## src/rtl/bsg_cycle_counter.sv

```systemverilog
// Free-running cycle counter with a sticky overflow flag; BSG_CYCLE_COUNTER_SATURATE_EN holds at all-ones instead of wrapping.
// Latency: one cycle, with both outputs registered. Backpressure: none, because the counter advances on every cycle that is not in reset.
// Reset is synchronous and active-low, and it takes precedence over increment, wrap and saturation.
module bsg_cycle_counter #(
    parameter int          width_p    = 32,
    parameter logic [63:0] init_val_p = '0
) (
    input  logic               clk_i,
    input  logic               reset_n_i,
    output logic [width_p-1:0] ctr_r_o,
    output logic               overflow_o
);

    logic [width_p-1:0] r_ctr;
    logic               r_overflow;
    logic [width_p:0]   w_sum;
    logic               w_carry;
    logic [width_p-1:0] w_ctr_nxt;

    // The carry-out of the sum only marks overflow; the count itself stays width_p bits.
    assign w_sum   = {1'b0, r_ctr} + {{width_p{1'b0}}, 1'b1};
    assign w_carry = w_sum[width_p];

`ifdef BSG_CYCLE_COUNTER_SATURATE_EN
    assign w_ctr_nxt = w_carry ? r_ctr : w_sum[width_p-1:0];
`else
    assign w_ctr_nxt = w_sum[width_p-1:0];
`endif

    always_ff @(posedge clk_i) begin
        if (!reset_n_i) begin
            r_ctr      <= init_val_p[width_p-1:0];
            r_overflow <= 1'b0;
        end else begin
            r_ctr      <= w_ctr_nxt;
            r_overflow <= r_overflow | w_carry;
        end
    end

    assign ctr_r_o    = r_ctr;
    assign overflow_o = r_overflow;

endmodule

```

## config.mk

```make
export PLATFORM = sky130hd
export DESIGN_NAME = bsg_cycle_counter
export DESIGN_NICKNAME = d
export VERILOG_FILES = /design/src/rtl/bsg_cycle_counter.sv
export SDC_FILE = /design/constraint.sdc
export NUM_CORES = 1
export LEC_CHECK = 0
export ABC_AREA = 1
export CORE_AREA = 10 10 72 74
export CTS_CLUSTER_DIAMETER = 200
export DETAILED_ROUTE_END_ITERATION = 6
export DIE_AREA = 0 0 82 84
export PLACE_DENSITY = 0.73
export SETUP_SLACK_MARGIN = 0.2
export SYNTH_ARGS = -nofsm -noshare
export SYNTH_HDL_FRONTEND = slang
export SYNTH_SLANG_ARGS = --single-unit
```

## constraint.sdc

```tcl
create_clock -name clk_i -period 1.75 [get_ports clk_i]
set_clock_uncertainty 0.05 [all_clocks]
set_input_delay 0.35 -clock clk_i [delete_from_list [all_inputs] [get_ports clk_i]]
set_output_delay 0.35 -clock clk_i [all_outputs]
set_load 0.1 [all_outputs]
```

==> flow_summary.json <==
{
  "core.rowCount": 23,
  "layout_setup_ws_ps": 339,
  "min_path_cells": 1,
  "reg2reg_slack_ps": 340,
  "async_flop_share_pct": 0,
  "crit_path_max_incr_delay_ps": 380,
  "slew-limit-headroom_pct": 82.4,
  "period_needed_ps": 1410,
  "die_w_um": 82,
  "hold_path.startpoint": "ctr_r_o[0]",
  "hpwl_um": 3500,
  "port_buffers": 34,
  "syn_inst": 258,
  "start_kind": "flop",
  "cap_violations": 0,
  "grt_pass1_wl_um": 7500,
  "coreArea_um2": 3860,
  "synth_top_family_by_area": "simple AND/OR/NAND/NOR gates",
  "setup-tns-final_ps": 0,
  "first_global_vias": 1630,
  "worstPathRequired_ps": 1880,
  "synthFlopType": "dfxtp_1",
  "grt-ovfl-total": 0,
  "cp_max_fo": 6,
  "cts.sinks": 33,
  "finalHoldViolations": 0,
  "rsz0062_at_grt": "false",
  "yosys_register_bits": 33,
  "design_area_um2": 2660,
  "fp.dieArea_um2": 6890,
  "dr.pass1.iters": 4,
  "cts_max_path_buffers": 2,
  "drive_gt1_share_pct": 33.3,
  "wl_per_cell_um": 12.9,
  "seq_area_um2": 738,
  "worst_r2r_endpoint": "ctr_r_o[30]",
  "worstReg2RegStart": "ctr_r_o[1]",
  "muxShareOfSynthArea_pct": 0,
  "routed_via_density": 4.87,
  "finalSetupViolCount": 0,
  "synth_edf_count": 0,
  "synthAdderAreaFrac_pct": 0.720,
  "clk-insertion-delay-late_ps": 290,
  "pin_count": 35,
  "cts_buffers": 5,
  "syn-cell-area_um2": 1740,
  "finalCritPeriodShare_pct": 80.6,
  "clock_power_share_pct": 40.8,
  "status": "completed",
  "placed_area_um2": 2570,
  "multi_input_area_um2": 1000,
  "hp-class": "reg -> reg",
  "ys_warn_count": 0,
  "clk_pin_slew_worst_paths_ps": 70,
  "place_inst": 342,
  "fin_hold_ws_ps": 418,
  "dp_slack_ps": 185,
  "p_comb_share_pct": 7.4,
  "critPathKind": "reg -> reg",
  "seq_power_share_pct": 51.8,
  "synth_compound_area_share_pct": 9.65,
  "antenna_found_initial": 0,
  "antenna_cells": 0,
  "start_util_pct": 45.0,
  "final_antenna_net_count": 0,
  "internal_power_mw": 1.10,
  "pwr_density_cell_nw_per_um2": 543,
  "die_h_um": 84,
  "finalPower_mw": 1.44,
  "drv_slew": 0,
  "switchingPower_mw": 0.347,
  "final_net_count": 302,
  "cts_tree": "yes",
  "synthXorXnorAreaFrac_pct": 1.01,
  "drt_iter0_markers": 105,
  "path_cells": "ha_4 > nand2_2 > nor2_4 > nand2_2 > nor2_4 > nand3_1 > nand2_1 > nor2_1",
  "cts_htree_levels": 2,
  "drc": 0,
  "vias": 1706,
  "cts_setup_buffers": 0,
  "critPathSlowestCell": "dfxtp_4",
  "instances_no_fill": 350,
  "yosys.area_share.simple_pct": 45.6,
  "areaGrowthSynthToFinish_pct": 53.0,
  "ctsHoldBuffers": 0,
  "fmax_mhz": 709,
  "tightest_slew_ps": 263,
  "synth_seq_area_share_pct": 38.0,
  "arrival_ps": 1540,
  "peakVddDrop_uv": 445,
  "switching_share_pct": 24.0,
  "grt_max_degree": 15,
  "avgSynthCellArea_um2": 6.73,
  "rr_worst_depth": 8,
  "gp_congestion": 0.891,
  "min_to": "ctr_r_o[0]",
  "root_buffer": "clkbuf_8",
  "startpoint": "ctr_r_o[1]",
  "ctsResizeCount": 0,
  "drt_wl_total_um": 4500,
  "cp-end-kind": "flop",
  "ys_types": 23,
  "grtUsageTotal_pct": 13.7,
  "synth_nets": 261,
  "fillers": 314,
  "leakage_nw": 0.952,
  "post-route-util_pct": 68.9
}
## layer usage
metal / track usage, % / part of all wire [%]
met2: 21.6 / 48
met4: 4.64 / 1.1
met3: 5.39 / 6.4
met5: 0 / 0
met1: 16.2 / 44
## synthesized netlist by cell type (2+ instances only)
cell type,number,area share (%)
nor2_1,55,12
dfxtp_1,33,38
nor3_1,2,0.58
xor2_1,2,1.0
inv_1,19,4.1
o21ai_0,8,2.3
and2_1,3,1.1
nand2_1,64,14
nor2_2,4,1.4
a21oi_1,23,6.6
nand2_4,2,1.3
nor2_4,11,7.1
nand3_1,15,4.3
nand2_2,8,2.9
## worst max-delay path by stage
stage                     slack (ps)           to  depth (start not counted)
final                            340  ctr_r_o[30]                          8
after global routing             240  ctr_r_o[24]                          8
after CTS                        330  ctr_r_o[30]                          8
after detailed placement         190   ctr_r_o[4]                          4
after global placement           250   ctr_r_o[4]                          4
after floorplan                  200  ctr_r_o[10]                          7
## power groups by stage
stage	Combinational (mW)	Sequential, mW	Clock [mW]
5_1_grt	0.113	0.749	0.637
4_1_cts	0.107	0.748	0.595
3_5_place_dp	0.107	0.765	0
2_1_floorplan	0.0297	0.803	0
6_report	0.107	0.748	0.588
3_3_place_gp	0.105	0.765	0
## layout make-up
type,instances,area share [%]
clock buffer,8,3.39
timing repair buffer,36,25.8
multi-input combinational,203,37.8
sequential,33,27.8
inverter,20,2.83
tap,50,2.36
## cell families (layout without fill, tap and decap cells)
kind of cell             count (synthesis)  in the layout
adder cells (fa/ha/maj)                  1              1
buffers and inverters                   22             64
AO/OA/AOI/OAI                           33             33
AND/OR/NAND/NOR                        167            167
XOR/XNOR                                 2              2
flip-flops                              33             33
## worst max-delay path, delay by kind of cell, from the launching register on
kind	cells	cell delay (ps)
and+or+nand+nor	7	730
DFF	1	380
adders and majority gates	1	140
## registers in the layout, summed over array words and instances (netlist names)
signal and cells:
overflow_o 1, ctr_r_o 32
## layout by cell type, fill, tap and decap left out, types with 2 or more instances in the layout
cell,count
nand3_1,15
nand2_1,63
nand2_2,9
clkbuf_8,6
a21oi_1,23
nor2_2,4
inv_1,19
xor2_1,2
clkbuf_1,2
buf_4,2
nor2_1,55
nor3_1,2
nand2_4,2
dfxtp_2,17
o21ai_0,8
nor2_4,11
buf_12,33
and2_1,3
dfxtp_4,15
Note: power is estimated with default switching activity, not from simulation.
